## src/rtl/calc_pkg.sv

```systemverilog
// Shared control-word encodings for the calculator datapath and its control unit.
package calc_pkg;

  // MUX1 write-data select
  localparam logic [1:0] S1_ALU  = 2'b00;
  localparam logic [1:0] S1_ZERO = 2'b01;
  localparam logic [1:0] S1_IN2  = 2'b10;
  localparam logic [1:0] S1_IN1  = 2'b11;

  // ALU opcodes
  localparam logic [1:0] ALU_ADD = 2'b00;
  localparam logic [1:0] ALU_SUB = 2'b01;
  localparam logic [1:0] ALU_AND = 2'b10;
  localparam logic [1:0] ALU_XOR = 2'b11;

  // MUX2 output-register load
  localparam logic S2_LOAD = 1'b1;

  // Register-file addresses
  localparam logic [1:0] REG_R0 = 2'b00;
  localparam logic [1:0] REG_R1 = 2'b01;
  localparam logic [1:0] REG_R2 = 2'b10;
  localparam logic [1:0] REG_R3 = 2'b11;

endpackage

```

## src/rtl/calc_regfile.sv

```systemverilog
// 4 x WIDTH register file: one write port, two enabled registered read ports, R0 hardwired
// to zero.
module calc_regfile
  import calc_pkg::*;
#(
  parameter int unsigned WIDTH = 4
) (
  input  logic             i_clk,
  input  logic             i_rst_n,
  input  logic             i_we,
  input  logic [1:0]       i_wa,
  input  logic [WIDTH-1:0] i_wd,
  input  logic             i_rea,
  input  logic [1:0]       i_raa,
  input  logic             i_reb,
  input  logic [1:0]       i_rab,
  output logic [WIDTH-1:0] o_a,
  output logic [WIDTH-1:0] o_b
);

  logic [WIDTH-1:0] r_r1, r_r2, r_r3;
  logic [WIDTH-1:0] r_a, r_b;
  logic [WIDTH-1:0] w_rd_a, w_rd_b;

  always_comb begin
    w_rd_a = '0;
    unique case (i_raa)
      REG_R0: w_rd_a = '0;
      REG_R1: w_rd_a = r_r1;
      REG_R2: w_rd_a = r_r2;
      REG_R3: w_rd_a = r_r3;
      default: w_rd_a = '0;
    endcase
  end

  always_comb begin
    w_rd_b = '0;
    unique case (i_rab)
      REG_R0: w_rd_b = '0;
      REG_R1: w_rd_b = r_r1;
      REG_R2: w_rd_b = r_r2;
      REG_R3: w_rd_b = r_r3;
      default: w_rd_b = '0;
    endcase
  end

  always_ff @(posedge i_clk or negedge i_rst_n) begin
    if (!i_rst_n) begin
      r_r1 <= '0;
      r_r2 <= '0;
      r_r3 <= '0;
    end else if (i_we) begin
      unique case (i_wa)
        REG_R0: ;  // writes to R0 are discarded
        REG_R1: r_r1 <= i_wd;
        REG_R2: r_r2 <= i_wd;
        REG_R3: r_r3 <= i_wd;
        default: ;
      endcase
    end
  end

  // Reads sample the pre-edge array, so a same-cycle write is seen one cycle later.
  always_ff @(posedge i_clk or negedge i_rst_n) begin
    if (!i_rst_n) begin
      r_a <= '0;
      r_b <= '0;
    end else begin
      if (i_rea) r_a <= w_rd_a;
      if (i_reb) r_b <= w_rd_b;
    end
  end

  assign o_a = r_a;
  assign o_b = r_b;

endmodule

```

## src/rtl/calc_datapath.sv

```systemverilog
// Calculator datapath: operand muxing, register file, ALU and display register.
// Optional ovf/zero flag ports are built when CALC_FLAGS_EN is defined.
module calc_datapath
  import calc_pkg::*;
#(
  parameter int unsigned WIDTH = 4
) (
  input  logic             i_clk,
  input  logic             i_rst_n,
  input  logic [WIDTH-1:0] i_in1,
  input  logic [WIDTH-1:0] i_in2,
  input  logic [1:0]       i_s1,
  input  logic [1:0]       i_wa,
  input  logic             i_we,
  input  logic [1:0]       i_raa,
  input  logic             i_rea,
  input  logic [1:0]       i_rab,
  input  logic             i_reb,
  input  logic [1:0]       i_c,
  input  logic             i_s2,
  input  logic             i_done,
  output logic [WIDTH-1:0] o_out,
  output logic             o_out_valid
`ifdef CALC_FLAGS_EN
  ,
  output logic             o_ovf,
  output logic             o_zero
`endif
);

  logic [WIDTH-1:0] w_a, w_b;
  logic [WIDTH-1:0] w_add;
  logic [WIDTH-1:0] w_alu;
  logic [WIDTH-1:0] w_wd;
  logic [WIDTH-1:0] r_out;
  logic             r_out_valid;

  calc_regfile #(
    .WIDTH(WIDTH)
  ) u_regfile (
    .i_clk  (i_clk),
    .i_rst_n(i_rst_n),
    .i_we   (i_we),
    .i_wa   (i_wa),
    .i_wd   (w_wd),
    .i_rea  (i_rea),
    .i_raa  (i_raa),
    .i_reb  (i_reb),
    .i_rab  (i_rab),
    .o_a    (w_a),
    .o_b    (w_b)
  );

`ifdef CALC_FLAGS_EN
  logic w_carry;
  assign {w_carry, w_add} = {1'b0, w_a} + {1'b0, w_b};
`else
  assign w_add = w_a + w_b;
`endif

  always_comb begin
    w_alu = '0;
    unique case (i_c)
      ALU_ADD: w_alu = w_add;
      ALU_SUB: w_alu = w_a - w_b;
      ALU_AND: w_alu = w_a & w_b;
      ALU_XOR: w_alu = w_a ^ w_b;
      default: w_alu = '0;
    endcase
  end

  always_comb begin
    w_wd = '0;
    unique case (i_s1)
      S1_ALU:  w_wd = w_alu;
      S1_ZERO: w_wd = '0;
      S1_IN2:  w_wd = i_in2;
      S1_IN1:  w_wd = i_in1;
      default: w_wd = '0;
    endcase
  end

  always_ff @(posedge i_clk or negedge i_rst_n) begin
    if (!i_rst_n) begin
      r_out       <= '0;
      r_out_valid <= 1'b0;
    end else begin
      if (i_s2 == S2_LOAD) r_out <= w_a;
      // done takes priority over the clear caused by a new write
      if (i_done)    r_out_valid <= 1'b1;
      else if (i_we) r_out_valid <= 1'b0;
    end
  end

  assign o_out       = r_out;
  assign o_out_valid = r_out_valid;

`ifdef CALC_FLAGS_EN
  logic r_ovf, r_zero;
  logic w_flag_upd;
  logic w_ovf_nxt;

  assign w_flag_upd = i_we && (i_s1 == S1_ALU) && (i_wa != REG_R0);

  always_comb begin
    w_ovf_nxt = 1'b0;
    unique case (i_c)
      ALU_ADD: w_ovf_nxt = w_carry;
      ALU_SUB: w_ovf_nxt = (w_a < w_b);
      default: w_ovf_nxt = 1'b0;
    endcase
  end

  always_ff @(posedge i_clk or negedge i_rst_n) begin
    if (!i_rst_n) begin
      r_ovf  <= 1'b0;
      r_zero <= 1'b0;
    end else if (w_flag_upd) begin
      r_ovf  <= w_ovf_nxt;
      r_zero <= (w_alu == '0);
    end
  end

  assign o_ovf  = r_ovf;
  assign o_zero = r_zero;
`endif

endmodule
```

## config.mk

```make
export PLATFORM = sky130hd
export DESIGN_NAME = calc_datapath
export DESIGN_NICKNAME = d
export VERILOG_FILES = /design/src/rtl/calc_pkg.sv /design/src/rtl/calc_regfile.sv /design/src/rtl/calc_datapath.sv
export SDC_FILE = /design/constraint.sdc
export NUM_CORES = 1
export LEC_CHECK = 0
export CAP_MARGIN = 25
export CORE_MARGIN = 2
export CORE_UTILIZATION = 45
export DETAILED_ROUTE_END_ITERATION = 12
export GPL_ROUTABILITY_DRIVEN = 0
export PLACE_DENSITY = 0.82
export SLEW_MARGIN = 20
export SYNTH_ARGS = -nofsm -noshare
export SYNTH_HDL_FRONTEND = slang
export SYNTH_HIERARCHICAL = 1
export SYNTH_SLANG_ARGS = --single-unit
export TNS_END_PERCENT = 20
```

## constraint.sdc

```tcl
create_clock -name i_clk -period 4.65 [get_ports i_clk]
set_input_delay 1.395 -clock i_clk [delete_from_list [all_inputs] [get_ports i_clk]]
set_output_delay 1.395 -clock i_clk [all_outputs]
set_load 0.02 [all_outputs]
```

==> flow_summary.ini, run 1 <==
[yosys]
synth_top_area_share_pct = 40.36
yosysSeqAreaShare_pct = 40.36
yosysMostFrequentCell = dfrtp_1
yosys_warnings = 6
yosysUniqueCellTypes = 33
synth-seq-cells = 25
syn_nets = 173
synth_flop_cell = dfrtp_1
synthCells = 139
yosys.area.top_type = dfrtp_1
async_flop_share_pct = 100.0
postSynthAreaPerCell_sq_um = 11.15
synth_area_sq_um = 1550
netlist_top_cells_count = dfrtp_1 (25), mux2_2 (19), inv_1 (14)
ys_top_cells_by_area = dfrtp_1 (40%), mux2_2 (14%), ha_1 (6.5%)
synth_edf_count = 0

[worst_hold_path]
holdPathEnd = o_out_valid
min_path_cells = 1
hold_path_startpoint = o_out_valid
hp-class = reg2reg

[timing]
drv_slew = 0
finalSetupViolations = 0
rsz0062_at_grt = no
final-hold-violation-count = 0
fin_setup_tns_ns = 0
fin_crit_ns = 3.961
fin_crit_sh_pct = 85.19
relSlewSlack_pct = 62.83
tightest_slew_ns = 0.5558
timing.fmax_ghz = 0.2524
fin_skew_ns = 0.01029

[job]
cap_violations = 0

[placement]
port_buffers = 29
dp.cells = 207
dp.final_hpwl_um = 2681

[clock_network]
cts_tree = built
holdBufCountCts = 0
postCtsSetupRepairBufs = 0
cts_buffers = 3
htreeDepth = 1
ctsRootBufferMaster = clkbuf_4
cts_resized = 0
cts_sinks = 25
clk_pin_slew_ns = 0.14
insertion_delay_ns = 0.32
cts.path.max_buffers = 2

[worst_setup_path]
critPathKind = in2reg
r2r_cells = 9
start_kind = primary input
cp_slowest_stage_delay_ns = 0.60
critical_path.max_fanout = 6
critPathSlowestCell = clkdlybuf4s50_1
rrSetupSlack_ns = 1.99
path_cells = clkdlybuf4s50_1 -> nor2b_1 -> mux2_2 -> fa_1 -> nor2b_1 -> a211oi_1 -> a21oi_1 -> o21ai_0 -> mux2_2
r2r-end = u_regfile/r_r3[1]
crit_path_start = i_c[0]
regToRegStartpoint = u_regfile/o_b[0]
worst_ep_arrival_time_ns = 4.22
crit_path_end_kind = flop
critPathRequiredTime_ns = 4.91

[floorplan]
die-area_sq_um = 3931
io-pin-count = 30
core-area_sq_um = 3311
initial_core_util_pct = 46.83
die_x_um = 62.70
die_h_um = 62.70
num_rows = 21

[layout]
nNetsFinal = 200
drive_above_1_share_pct = 16.36
n_antenna_cell = 0
area_growth_pct = 22.52
fin_cells = 211

[status]
status = completed

[pwr]
power_per_cell_area_nw_per_um2 = 363.6
leakagePower_nw = 0.8200
peakVddDrop_v = 0.0001938

[global_routing]
grt_overflow = 0
grt_first_pass_wirelength_um = 5609
antenna_found_initial = 0
grt_pass1_vias = 1246
grt_max_degree = 16
track_usage_pct = 17.81

[route]
drtIter0Drc = 67
wl_um = 3303
avgRoutedWirePerCell_um = 15.65
firstDrtPassIters = 4
drc = 0
drtAntennaViolNets = 0
vias_per_cell = 5.583
routed-via-count = 1178
[cell type report]
class / instances / area, sq um
multi-input cells: 92 / 828.3
well taps: 46 / 57.56
fillers: 300 / 1411
repair buffers: 30 / 305.3
clock inverters: 1 / 7.507
clock buffers: 3 / 22.52
inverters: 14 / 52.55
flip-flops and latches: 25 / 625.6
[worst max-delay path by stage]
stage | end | slack [ns] | depth (start not counted)
after floorplan | u_regfile/r_r1[2] | 1.22 | 9
after global placement | u_regfile/r_r1[1] | 0.47 | 9
after detailed placement | u_regfile/r_r2[1] | 0.39 | 9
after CTS | u_regfile/r_r2[1] | 0.71 | 9
after global routing | u_regfile/r_r3[1] | 0.56 | 9
final | u_regfile/r_r3[1] | 0.69 | 9
[registers in the layout (all words and copies together), names as in the netlist]
register	flops
o_out	4
u_regfile/o_a	4
u_regfile/o_b	4
u_regfile/r_r1	4
u_regfile/r_r2	4
u_regfile/r_r3	4
o_out_valid	1
[where the power goes]
| group | internal [mW] | switching [mW] | leakage [nW] | total, mW |
|---|---|---|---|---|
| Sequential | 0.271 | 0.0485 | 0.320 | 0.319 |
| Combinational | 0.147 | 0.128 | 0.486 | 0.275 |
| Clock | 0.0329 | 0.0634 | 0.0139 | 0.0962 |
| Total | 0.451 | 0.240 | 0.820 | 0.691 |
[routing by layer]
layer,vias up,wire (um),GRT usage (%)
met5,-,0,0
met2,38,1702,31.85
li1,561,-,-
met1,573,1405,21.59
met3,6,148,2.883
met4,0,46,6.389
[placed cells by master (no fill, tap or decap)]
| master | n |
|---|---|
| clkbuf_4 | 3 |
| o211ai_2 | 1 |
| dfrtp_1 | 25 |
| inv_1 | 14 |
| a22oi_1 | 1 |
| nor2_1 | 2 |
| nor3b_1 | 1 |
| nor3_1 | 2 |
| o221ai_1 | 9 |
| or2_2 | 1 |
| a211oi_2 | 1 |
| nand2_1 | 2 |
| o21a_1 | 2 |
| nand3_1 | 4 |
| mux2_2 | 19 |
| fa_1 | 1 |
| o31ai_1 | 1 |
| clkinvlp_4 | 1 |
| xor2_1 | 2 |
| a211oi_1 | 3 |
| buf_8 | 1 |
| a21o_1 | 1 |
| o21ai_0 | 2 |
| nor2b_1 | 4 |
| nand4b_1 | 8 |
| mux2i_1 | 10 |
| xnor2_1 | 1 |
| a21oi_1 | 2 |
| nand2b_1 | 1 |
| or3b_1 | 1 |
| clkdlybuf4s50_1 | 29 |
| ha_1 | 8 |
| nand3b_1 | 2 |
[kinds of logic (layout without fill, tap and decap cells)]
logic type                 count (synthesis)  after routing  synth area share (%)
AOI/OAI and AO/OA                         23             23                 11.86
xor gates and xnor gates                   3              3                 1.695
adders and majority gates                  9              9                 7.748
buffers and inverters                     22             48                 6.215
DFF                                       25             25                 40.36
muxes                                     29             29                 20.26
and+or+nand+nor                           28             28                 11.87
[metrics by stage]
step                util [%]  setup slack [ns]  instance area, sq um  power (mW)  hold slack (ns)
finish                 57.37            0.6886                  1899      0.6906           0.5054
global route           57.37            0.5553                  1899      0.7447           0.5188
CTS                    57.37            0.7145                  1899      0.6962           0.5095
detailed placement     56.46            0.3919                  1869      0.5977           0.4723
global placement       56.01            0.4686                  1854      0.5791           0.4692
floorplan                  -             1.224                  1550      0.4975           0.5016
[critical path, delay by kind of cell]
family                   cells  cell delay [ns]
AO/OA/AOI/OAI                3             0.66
adder cells (fa/ha/maj)      1             0.46
buffers and inverters        1             0.60
multiplexers                 2             0.65
AND/OR/NAND/NOR              2             0.44
(Power assumes the default switching activity.)
==> run 2: changes to the inputs <==
Settings changed: REMOVE_ABC_BUFFERS from default to 1.
==> flow_summary.ini, run 2 (synthesis results as in run 1) <==
[status]
status = completed

[floorplan]
die_x_um = 62.70
die-area_sq_um = 3931
io-pin-count = 30
die_h_um = 62.70
num_rows = 21
core-area_sq_um = 3311
initial_core_util_pct = 46.83

[layout]
final_common_cell = clkdlybuf4s50_1
nNetsFinal = 200
area_growth_pct = 22.28
final_core_util_pct = 57.26
layout_common_cells = clkdlybuf4s50_1 (29), dfrtp_1 (25), mux2_2 (19)
n_antenna_cell = 0
drive_above_1_share_pct = 15.76

[global_routing]
track_usage_pct = 18.21
grt_overflow = 0
grt_max_degree = 16
grt_pass1_vias = 1248
grt_first_pass_wirelength_um = 5720
antenna_found_initial = 0

[timing]
final-hold-violation-count = 0
fin_setup_tns_ns = 0
relSlewSlack_pct = 62.59
finalSetupViolations = 0
timing.fmax_ghz = 0.2585
tightest_slew_ns = 0.5593
rsz0062_at_grt = no
fin_crit_sh_pct = 83.20
drv_slew = 0
fin_skew_ns = 0.001114
fin_crit_ns = 3.869

[route]
drtAntennaViolNets = 0
routed-via-count = 1194
drc = 0
firstDrtPassIters = 4
drtIter0Drc = 34
avgRoutedWirePerCell_um = 15.62
wl_um = 3295
vias_per_cell = 5.659

[clock_network]
cts_buffers = 3
cts_sinks = 25
cts_resized = 0
htreeDepth = 1
cts.path.max_buffers = 2
holdBufCountCts = 0
cts_tree = built
insertion_delay_ns = 0.31
ctsRootBufferMaster = clkbuf_4
postCtsSetupRepairBufs = 0
clk_pin_slew_ns = 0.12

[worst_setup_path]
critPathRequiredTime_ns = 4.91
critPathKind = in2reg
r2r_cells = 9
r2r-end = u_regfile/r_r1[1]
start_kind = primary input
critical_path.max_fanout = 6
worst_ep_arrival_time_ns = 4.13
regToRegStartpoint = u_regfile/o_b[0]
rrSetupSlack_ns = 2.10
crit_path_end_kind = flop

[pwr]
leakagePower_nw = 0.8210
peakVddDrop_v = 0.0002256
power_per_cell_area_nw_per_um2 = 360.7

[job]
cap_violations = 0

[placement]
dp.final_hpwl_um = 2694
port_buffers = 29

[worst_hold_path]
min_path_cells = 1
hp-class = reg2reg
holdPathEnd = o_out_valid
hold_path_startpoint = o_out_valid
## run 2: power by group
part	switching, mW	leakage [nW]	internal (mW)
registers	0.0502	0.320	0.271
logic	0.124	0.486	0.146
clock network	0.0587	0.0150	0.0335
total	0.233	0.821	0.450
## run 2: metal layers
metal	routed length [um]	GRT usage [%]	share of wire [%]	vias up
met4	60	5.556	1.8	0
met5	0	0	0	-
met3	201	2.523	6.1	9
met2	1661	34.41	50	55
met1	1371	21.17	42	564
li1	-	-	-	566
## run 2: worst max-delay path by stage
stage,startpoint,to,slack (ns),depth (start not counted)
global placement,i_c[0],u_regfile/r_r2[1],0.49,9
detailed placement,i_c[0],u_regfile/r_r2[1],0.41,9
global route,i_c[0],u_regfile/r_r3[1],0.53,9
CTS,i_c[0],u_regfile/r_r2[1],0.74,9
finish,i_c[0],u_regfile/r_r1[1],0.78,9
floorplan,i_c[0],u_regfile/r_r1[3],1.38,9
## run 2: cell type report
class | count | area [sq um]
inverter | 14 | 52.55
fill | 303 | 1415
multi-input combinational | 92 | 828.3
timing repair buffer | 30 | 305.3
sequential | 25 | 625.6
tap | 46 | 57.56
clock buffer | 4 | 26.28
## run 2: critical path, cell delays in order
cell             delay (ns)
clkdlybuf4s50_1        0.59
nor2b_1                0.32
mux2_2                 0.40
fa_1                   0.44
nor2b_1                0.13
a211oi_1               0.24
a21oi_1                0.06
o21ai_0                0.33
mux2_2                 0.22
## run 2: metrics by stage
step / hold WS, ns / cell area [sq um] / total power, mW / std cells / worst slack, ns
after floorplan: 0.5016 / 1506 / 0.4886 / 131 / 1.377
after global placement: 0.4696 / 1854 / 0.5780 / 206 / 0.4915
after detailed placement: 0.4714 / 1869 / 0.5954 / 207 / 0.4136
after CTS: 0.5010 / 1896 / 0.6873 / 211 / 0.7388
after global routing: 0.5215 / 1896 / 0.7362 / 211 / 0.5257
final: 0.4969 / 1896 / 0.6837 / 211 / 0.7811
==> run 3: changes to the inputs <==
Clock period 4.65 ns to 3.7 ns, I/O delays scaled along.
==> flow_summary.ini, run 3 (synthesis results as in run 1) <==
[placement]
pre_cts_ws_ns = 0.01734
dp.final_hpwl_um = 2743
port_buffers = 29

[worst_hold_path]
hp-class = reg2reg
min_path_cells = 1
holdPathEnd = o_out_valid
hold_path_startpoint = o_out_valid

[clock_network]
cts_resized = 0
cts_tree = built
htreeDepth = 1
ctsRootBufferMaster = clkbuf_4
cts_sinks = 25
postCtsSetupRepairBufs = 0
clk_pin_slew_ns = 0.13
insertion_delay_ns = 0.31
cts.path.max_buffers = 2
cts_buffers = 3
holdBufCountCts = 0

[floorplan]
die_h_um = 62.70
die_x_um = 62.70
core-area_sq_um = 3311
io-pin-count = 30
initial_core_util_pct = 46.83
num_rows = 21
die-area_sq_um = 3931

[timing]
fin_hold_ws_ns = 0.5064
tightest_slew_ns = 0.4718
fin_setup_tns_ns = 0
fin_skew_ns = 0.003198
relSlewSlack_pct = 68.21
finalSetupViolations = 0
layout_setup_ws_ns = 0.3408
rsz0062_at_grt = no
final-hold-violation-count = 0
drv_slew = 0
fin_crit_sh_pct = 90.79
fin_crit_ns = 3.359
timing.fmax_ghz = 0.2977

[pwr]
leakagePower_nw = 0.8409
peakVddDrop_v = 0.0002024
power_per_cell_area_nw_per_um2 = 453.1

[route]
avgRoutedWirePerCell_um = 15.87
routed-via-count = 1190
vias_per_cell = 5.535
drtIter0Drc = 44
firstDrtPassIters = 4
wl_um = 3413
drc = 0
drtAntennaViolNets = 0

[job]
cap_violations = 0

[worst_setup_path]
critPathSlowestCell = clkdlybuf4s50_1
critical_path.max_fanout = 3
crit_buf_inv = 1
critPathKind = in2reg
r2r-end = u_regfile/r_r1[1]
cp_slowest_stage_delay_ns = 0.47
regToRegStartpoint = u_regfile/o_b[1]
crit_path_end_kind = flop
worst_ep_arrival_time_ns = 3.62
critPathRequiredTime_ns = 3.96
rrSetupSlack_ns = 1.10
r2r_cells = 9
start_kind = primary input
path_cells = clkdlybuf4s50_1 -> nor2b_1 -> mux2_2 -> fa_1 -> nor2b_1 -> a211oi_1 -> a21oi_1 -> o21ai_0 -> mux2_2
path_delay_family = compound AO/OA/AOI/OAI gates
crit_path_start = i_c[0]

[layout]
n_antenna_cell = 0
multiInputGateArea_sq_um = 828.3
final_common_cell = clkdlybuf4s50_1
nNetsFinal = 204
final_core_util_pct = 57.97
layout_common_cells = clkdlybuf4s50_1 (29), dfrtp_1 (25), mux2_2 (19)
seq_area_sq_um = 625.6
fill_cells = 299
drive_above_1_share_pct = 18.34
area_growth_pct = 23.81

[global_routing]
grt_overflow = 0
grt_first_pass_wirelength_um = 5789
grt_pass1_vias = 1304
antenna_found_initial = 0
track_usage_pct = 18.54
grt_max_degree = 26

[status]
status = completed
-- run 3: changes by cell type in the layout (fill, tap and decap cells not counted), sizes merged --
cell    delta
clkbuf     -1
buf        +4
clkinv     +1
-- run 3: metal layers --
metal	vias to the layer above	track usage, %	wire (um)
li1	570	-	-
met1	568	20.98	1383
met2	48	34.81	1779
met3	4	3.604	222
met4	0	5.833	27
met5	-	0	0
-- run 3: worst max path at each step --
stage / end / slack [ns] / cells past startpoint
floorplan: u_regfile/r_r1[3] / 0.71 / 9
global placement: u_regfile/r_r1[1] / 0.05 / 9
detailed placement: u_regfile/r_r3[1] / 0.02 / 9
CTS: u_regfile/r_r3[1] / 0.34 / 9
global route: u_regfile/r_r1[1] / 0.22 / 9
finish: u_regfile/r_r1[1] / 0.34 / 9
-- run 3: through the flow --
stage / total power [mW] / cells / cell area [sq um]
after CTS: 0.8747 / 215 / 1919
final: 0.8697 / 215 / 1919
after detailed placement: 0.7543 / 211 / 1892
after floorplan: 0.6140 / 131 / 1506
after global placement: 0.7291 / 211 / 1892
after global routing: 0.9364 / 215 / 1919
-- run 3: worst reg2reg max path, stage by stage (launching register included) --
cell and delay, ns:
dfrtp_1 0.45, inv_1 0.07, ha_1 0.27, mux2_2 0.29, fa_1 0.45, nor2b_1 0.14
a211oi_1 0.21, a21oi_1 0.06, o21ai_0 0.38, mux2_2 0.24
-- run 3: cell type report --
cell class,count,area share [%]
inverter,14,2.738
sequential,25,32.59
tap,46,2.999
multi-input combinational,92,43.16
timing repair buffer,34,17.08
clock buffer,3,1.173
clock inverter,1,0.2608
-- run 3: power breakdown --
part / switching [mW] / internal, mW / leakage [nW]
Combinational: 0.161 / 0.189 / 0.504
Clock: 0.0795 / 0.0404 / 0.0177
Sequential: 0.0592 / 0.340 / 0.320
Total: 0.300 / 0.569 / 0.841
